===== src/rtl/fifo_pkg.sv =====
// fifo_pkg: shared read-mode type and sizing helper for the single-clock FIFO
package fifo_pkg;
  typedef enum logic {FIFO_STD, FIFO_FWFT} fifo_mode_e;
  function automatic int count_width(input int p);
    return p + 1;
  endfunction
endpackage


===== src/rtl/fifo_mem.sv =====
// fifo_mem: 2^ADDR_WIDTH x DATA_WIDTH register array, sync write, async read
module fifo_mem #(
  parameter int DATA_WIDTH = 8,
  parameter int ADDR_WIDTH = 2
) (
  input  logic                  clk,
  input  logic                  we,
  input  logic [ADDR_WIDTH-1:0] waddr,
  input  logic [DATA_WIDTH-1:0] wdata,
  input  logic [ADDR_WIDTH-1:0] raddr,
  output logic [DATA_WIDTH-1:0] rdata
);
  logic [DATA_WIDTH-1:0] mem [2**ADDR_WIDTH];
  // storage has no reset: stale words are unreachable once the pointers clear
  always_ff @(posedge clk)
    if (we) mem[waddr] <= wdata;
  assign rdata = mem[raddr];
endmodule


===== src/rtl/sync_fifo_ndeep.sv =====
// sync_fifo_ndeep: full-depth single-clock FIFO with STD/FWFT read, levels and sticky errors
module sync_fifo_ndeep
  import fifo_pkg::*;
#(
  parameter int         DATA_WIDTH         = 8,
  parameter int         BUFFER_DEPTH_POWER = 2,
  parameter fifo_mode_e READ_MODE          = FIFO_STD,
  parameter int         AFULL_LVL          = (1 << BUFFER_DEPTH_POWER) - 1,
  parameter int         AEMPTY_LVL         = 1
) (
  input  logic                          clk_i,
  input  logic                          rst_i,
  input  logic                          flush_i,
  input  logic                          we_i,
  input  logic [DATA_WIDTH-1:0]         din_i,
  output logic                          wrdy_o,
  input  logic                          re_i,
  output logic [DATA_WIDTH-1:0]         dout_o,
  output logic                          rrdy_o,
  output logic [BUFFER_DEPTH_POWER:0]   count_o,
  output logic                          afull_o,
  output logic                          aempty_o,
  input  logic                          clr_err_i,
  output logic                          ovf_o,
  output logic                          udf_o
);
  localparam int P  = BUFFER_DEPTH_POWER;
  localparam int CW = count_width(P);
  localparam logic [CW-1:0] AF = CW'(AFULL_LVL);
  localparam logic [CW-1:0] AE = CW'(AEMPTY_LVL);
  logic [CW-1:0] wr_ptr, rd_ptr, count;
  logic [DATA_WIDTH-1:0] head, dout_q;
  logic full, empty, wr_acc, rd_acc, ovf_set, udf_set;
  // the wrap bit distinguishes full from empty, so every slot is usable
  assign empty   = wr_ptr == rd_ptr;
  assign full    = (wr_ptr[P-1:0] == rd_ptr[P-1:0]) && (wr_ptr[P] != rd_ptr[P]);
  assign wr_acc  = we_i & ~full & ~flush_i;
  assign rd_acc  = re_i & ~empty & ~flush_i;
  assign ovf_set = we_i & full & ~flush_i;
  assign udf_set = re_i & empty & ~flush_i;
  fifo_mem #(.DATA_WIDTH(DATA_WIDTH), .ADDR_WIDTH(P)) u_mem (
    .clk   (clk_i),
    .we    (wr_acc),
    .waddr (wr_ptr[P-1:0]),
    .wdata (din_i),
    .raddr (rd_ptr[P-1:0]),
    .rdata (head)
  );
  // pointers and fill count; flush clears them ahead of any request
  always_ff @(posedge clk_i or posedge rst_i)
    if (rst_i) begin
      wr_ptr <= '0;
      rd_ptr <= '0;
      count  <= '0;
    end else if (flush_i) begin
      wr_ptr <= '0;
      rd_ptr <= '0;
      count  <= '0;
    end else begin
      if (wr_acc) wr_ptr <= wr_ptr + CW'(1);
      if (rd_acc) rd_ptr <= rd_ptr + CW'(1);
      count <= count + CW'(wr_acc) - CW'(rd_acc);
    end
  // sticky error flags; a new error outranks a same-cycle clear
  always_ff @(posedge clk_i or posedge rst_i)
    if (rst_i) begin
      ovf_o <= 1'b0;
      udf_o <= 1'b0;
    end else begin
      ovf_o <= ovf_set | (ovf_o & ~clr_err_i);
      udf_o <= udf_set | (udf_o & ~clr_err_i);
    end
  // registered read data for standard mode, held between accepted reads
  always_ff @(posedge clk_i or posedge rst_i)
    if (rst_i) dout_q <= '0;
    else if (rd_acc) dout_q <= head;
  assign dout_o   = (READ_MODE == FIFO_FWFT) ? (empty ? '0 : head) : dout_q;
  assign wrdy_o   = ~full;
  assign rrdy_o   = ~empty;
  assign count_o  = count;
  assign afull_o  = count >= AF;
  assign aempty_o = count <= AE;
endmodule

===== config.mk =====
export PLATFORM = sky130hd
export DESIGN_NAME = sync_fifo_ndeep
export DESIGN_NICKNAME = d
export VERILOG_FILES = /design/src/rtl/fifo_pkg.sv /design/src/rtl/fifo_mem.sv /design/src/rtl/sync_fifo_ndeep.sv
export SDC_FILE = /design/constraint.sdc
export NUM_CORES = 1
export LEC_CHECK = 0
export CORE_MARGIN = 4
export CORE_UTILIZATION = 54
export CTS_CLUSTER_SIZE = 20
export DETAILED_ROUTE_END_ITERATION = 8
export PLACE_DENSITY = 0.79
export SLEW_MARGIN = 10
export SYNTH_ARGS = -nofsm -noshare
export SYNTH_HDL_FRONTEND = slang
export SYNTH_HIERARCHICAL = 1
export SYNTH_SLANG_ARGS = --single-unit

===== constraint.sdc =====
create_clock -name clk_i -period 2.6 [get_ports clk_i]
set_input_delay 0.52 -clock clk_i [delete_from_list [all_inputs] [get_ports clk_i]]
set_output_delay 0.52 -clock clk_i [all_outputs]
set_load 0.05 [all_outputs]

==> results.cfg, run 1 <==
[run_status]
status = completed

[layout]
drive_gt1_share_pct = 21.7
antenna_cells = 0
nets = 219
post-route-util_pct = 70.7
area_growth_pct = 24.2

[timing]
rsz0062_at_grt = no
slew_headroom_pct = 45.6
final-max-slew-violation-count = 0
fin_crit_sh_pct = 95.3
hold_viol = 0
fin_skew_ns = 0.00659
worst_slew_pin_slew_ns = 0.814
fin_crit_ns = 2.48
tns_ns = 0
setup_viol = 0
fmax_mhz = 403

[clock_network]
cts_made_buffers = 5
cts_root_buf = clkbuf_8
post_cts_resized = 0
hold_buffers = 0
cts_buffer_depth = 2
postCtsSetupBuffers = 0
cts_tree = done
clkTransAtPathRegs_ns = 0.09
clock-sinks = 51
cts_htree_levels = 2
insertion_delay_ns = 0.30

[floorplanning]
core-area_um2 = 4090
die_w_um = 73.6
start_util_pct = 56.9
die_area_um2 = 5420
die_y_um = 73.6
io_pins = 31
num_rows = 23

[synthesis]
synth.top_cell.area_share_pct = 41.3
synth_ff_type = edfxtp_1
syn_avg_cell_area_um2 = 15.6
yosys-top-cells-count = edfxtp_1, dfrtp_1, inv_1
synth.cell_area_um2 = 2330
synth_most_common_cell = edfxtp_1
yosys_warnings = 6
synth_seq_cells = 51
ys_async_sr_fraction_pct = 37.3
syn_inst = 149
yosysSeqAreaShare_pct = 61.8
synth_nets = 171
synth_edf_count = 32
synthTopCellsByArea = edfxtp_1, dfrtp_1, mux4_2
netlist-cell-type-count = 39
yosys.area.top_type = edfxtp_1

[pwr]
ir_drop_mv = 0.542
power_leakage_nw = 1.10
p_per_area_nw_per_um2 = 997
p_total_w = 0.00288

[placement]
port_buffers = 30
place.gp.congestion = 0.839
dp_hpwl_um = 3180

[worst_setup_path]
cp-start-kind = flip-flop
cp_top_family = buffers and inverters
crit_type = reg -> out
r2r_start = wr_ptr[1]
crit_chain = inv_1 -> ha_1 -> o21ai_0 -> nand2_1 -> clkdlybuf4s50_1
arrival_ns = 1.96
crit_path_start = count_o[2]
r2r-end = count_o[2]
reg2reg_depth = 10
worstPathRequired_ns = 2.08
cp-end-kind = output port
r2r_slack_ns = 0.31
max_stage_delay_ns = 0.79
critPathBufInv = 2
crit_path_end = afull_o
worst-path-max-fanout = 5
critPathSlowestCell = clkdlybuf4s50_1
cp.depth = 5

[routing]
wirelength_um = 4500
drc = 0
dr.pass1.iters = 4
drtIter0Drc = 86
drtAntennaViolNets = 0
avgRoutedWirePerCell_um = 18.1
viasPerCell = 5.76
vias = 1429

[min_path]
min_from = dout_o[2]
min_path_type = reg -> reg

[global_route]
track_usage_pct = 18.1
grt_pass1_vias = 1533
grt_pass1_wl_um = 7280
grt_max_degree = 20
grt_antenna_before_repair = 0
overflow = 0

[run]
drv_cap = 0
## layer usage
metal / global-route usage, % / wire length (µm) / vias up
met2: 32.1 / 2400 / 34
met4: 4.83 / 42 / 0
li1: - / - / 673
met1: 22.7 / 1890 / 718
met5: 0 / 0 / -
met3: 3.28 / 162 / 4
## worst register-to-register path: stages (launching register included)
cell,delay [ns]
dfrtp_1,0.52
xnor2_2,0.32
nand3_2,0.16
nand3b_1,0.13
ha_1,0.23
inv_1,0.06
ha_1,0.15
inv_1,0.05
fa_1,0.37
xnor2_1,0.14
nor2_1,0.05
## cells in the final DEF (no fill, tap or decap), types with 3 or more instances in the layout
cell and instances:
a21oi_1 4, buf_4 16, clkbuf_8 5, clkdlybuf4s50_1 27
dfrtp_1 19, edfxtp_1 32, ha_1 7, inv_1 9
mux2_2 6, mux4_2 8, nand3_1 5, nand4_1 4
nor2_1 4, nor2b_1 3, nor3b_1 4, o21ai_0 5
xnor2_2 3
## metrics by stage
step / std cells / cell area (µm²) / setup slack (ns) / hold slack [ns]
2_1_floorplan: 149 / 2330 / 0.0668 / 0.471
3_3_place_gp: 240 / 2770 / 0.164 / 0.468
3_5_place_dp: 240 / 2770 / 0.0885 / 0.478
4_1_cts: 248 / 2890 / 0.00271 / 0.500
5_1_grt: 248 / 2890 / 0.0226 / 0.527
6_report: 248 / 2890 / 0.121 / 0.500
## worst min-delay path by stage
stage | cells after the start | to
floorplan | 1 | count_o[0]
global placement | 1 | dout_o[3]
detailed placement | 1 | dout_o[2]
CTS | 1 | dout_o[2]
global route | 1 | dout_o[2]
finish | 1 | dout_o[2]
## logic make-up after synthesis
group                    synth area share [%]
AO/OA/AOI/OAI                            5.97
AND/OR/NAND/NOR                          9.79
buffers and inverters                    2.31
multiplexers                             11.6
XOR/XNOR                                 3.93
adder cells (fa/ha/maj)                  4.63
flip-flops                               61.8
## state kept, by name (all words and copies together) (netlist names)
signal / count
count_o: 3
ovf_o: 1
u_mem/mem: 32
rd_ptr: 3
dout_o: 8
wr_ptr: 3
udf_o: 1
## report_power, final
group	leakage, nW	switching, W	internal (W)	total (W)
clock	0.0558	0.000262	0.000291	0.000553
sequential	0.533	0.0000887	0.000990	0.00108
combinational	0.508	0.000759	0.000487	0.00125
total	1.10	0.00111	0.00177	0.00288
## layout make-up
| type | instances | area [µm²] |
|---|---|---|
| inverter | 9 | 33.8 |
| sequential | 51 | 1440 |
| clock inverter | 2 | 38.8 |
| clock buffer | 6 | 72.6 |
| multi-input combinational | 86 | 841 |
| timing repair buffer | 44 | 403 |
| tap | 50 | 62.6 |
| fill | 256 | 1200 |
(Power assumes the default switching activity.)
==> run 2, diff against run 1 <==
--- a/config.mk
+++ b/config.mk
@@ -7,6 +7,7 @@
 export LEC_CHECK = 0
 export CORE_MARGIN = 4
 export CORE_UTILIZATION = 54
+export CTS_CLUSTER_DIAMETER = 40
 export CTS_CLUSTER_SIZE = 20
 export DETAILED_ROUTE_END_ITERATION = 8
 export PLACE_DENSITY = 0.79
==> results of run 2 <==
No change in the layout: final DEF, timing and power equal those of run 1.
==> RTL edit (settings of run 2) <==
Make the reset (`rst_i`) synchronous in 3 clocked blocks. Comments in the files are not updated.
--- a/src/rtl/sync_fifo_ndeep.sv
+++ b/src/rtl/sync_fifo_ndeep.sv
@@ -48,5 +48,5 @@
   );
   // pointers and fill count; flush clears them ahead of any request
-  always_ff @(posedge clk_i or posedge rst_i)
+  always_ff @(posedge clk_i)
     if (rst_i) begin
       wr_ptr <= '0;
@@ -63,5 +63,5 @@
     end
   // sticky error flags; a new error outranks a same-cycle clear
-  always_ff @(posedge clk_i or posedge rst_i)
+  always_ff @(posedge clk_i)
     if (rst_i) begin
       ovf_o <= 1'b0;
@@ -72,5 +72,5 @@
     end
   // registered read data for standard mode, held between accepted reads
-  always_ff @(posedge clk_i or posedge rst_i)
+  always_ff @(posedge clk_i)
     if (rst_i) dout_q <= '0;
     else if (rd_acc) dout_q <= head;
Check against the original RTL: differs if rst_i is asserted again (counterexample within 4 cycles, from zero or initial values and one cycle with rst_i high); with rst_i held inactive, the same outputs for 10 cycles.
==> RTL edit against run 2 <==
  * Maximum frequency up 1.7%
  * Synthesized area is 4.7% higher
  * Sequential cell count unchanged
  * Via count up 20%
  * Highest routed layer unchanged
  * Clock skew up 0.0072 ns
  * Worst setup slack improved by 0.042 ns
  * Final area rose by 1.7%
  * Non-clock buffer count unchanged
  * Routed wire length grew 14%
Power is not compared: it rests on default switching activity, and its combinational part moved more than twofold at a synthesized area within 25%.
==> RTL edit: results (changes against run 2) <==
[yosys]
synth.area.mux_share_pct=7.40  ; -4.2 points
synthTopCellsByArea=edfxtp_1 (39%), dfxtp_1 (16%), mux4_2 (7.4%)
synthesis.nets=215  ; +26%
ys_seq_area_share_pct=55.1  ; -6.7 points
ys_async_sr_fraction_pct=0  ; -37 points
ys_types=38  ; -2.6%
synth_compound_area_share_pct=9.30  ; +3.3 points
synthAdderAreaFrac_pct=3.91  ; -0.72 points
netlist_top_cells_count=edfxtp_1 (32), dfxtp_1 (19), nand3_1 (10)
synth_xor_xnor_area_share_pct=2.52  ; -1.4 points

[timing]
final.setup_skew_ns=0.0138  ; +0.00718 ns
timing.slew.headroom_pct=65.4  ; +20 points

[placement]
hpwl_microns=3680  ; +16%
post-place-ws_ns=0.0194  ; -0.0690 ns
place_area_sq_um=2840  ; +2.5%
dp_cells=276  ; +15%
gp_congestion=0.874  ; +4.2%

[drt]
viasPerCell=6.05  ; +5.0%
drt_iter0_markers=136  ; +58%
drt-total-wl_microns=5130  ; +14%
met2_length_microns=2730  ; +14%

[critical_path]
cp_top_family=adder cells
crit_slowest_cell=dfxtp_1
critPathArrivalTime_ns=2.61  ; +0.65 ns
critical_path.max_fanout=9  ; +4

[outcome]
status=complete, no violations

[cells_and_area]
drive_above_1_share_pct=14.7  ; -7.1 points
nets=252  ; +15%
fillCellCount=307  ; +20%

[global_route]
grt_max_degree=18  ; -10%
grt_pass1_wl_microns=8360  ; +15%
grt_use_met1_pct=24.9  ; +2.2 points
met2_usage_pct=34.3  ; +2.2 points
grt.total_usage_pct=19.8  ; +1.7 points
met3_usage_pct=4.81  ; +1.5 points

[RTL edit: path summary, 6_finish.rpt]
path	depth (start not counted)	from	slack, ns	end
worst min-delay path	2	wr_ptr[2]$_SDFFE_PP0N_	0.56	wr_ptr[2]$_SDFFE_PP0N_
worst max register to register	10	wr_ptr[1]$_SDFFE_PP0N_	0.16	count_o[2]$_SDFF_PP0_
worst min register to register	2	wr_ptr[2]$_SDFFE_PP0N_	0.56	wr_ptr[2]$_SDFFE_PP0N_
worst max-delay path	10	wr_ptr[1]$_SDFFE_PP0N_	0.16	count_o[2]$_SDFF_PP0_
[RTL edit: cell type report]
class	count	area [sq um]	share of cell area (%)
Clock inverter	3	25.0	0.852
Timing Repair Buffer	44	413	14.1
Sequential cell	51	1340	45.7
Tap cell	52	65.1	2.22
Inverter	8	30.0	1.02
Clock buffer	5	68.8	2.34
Multi-Input combinational cell	121	993	33.8
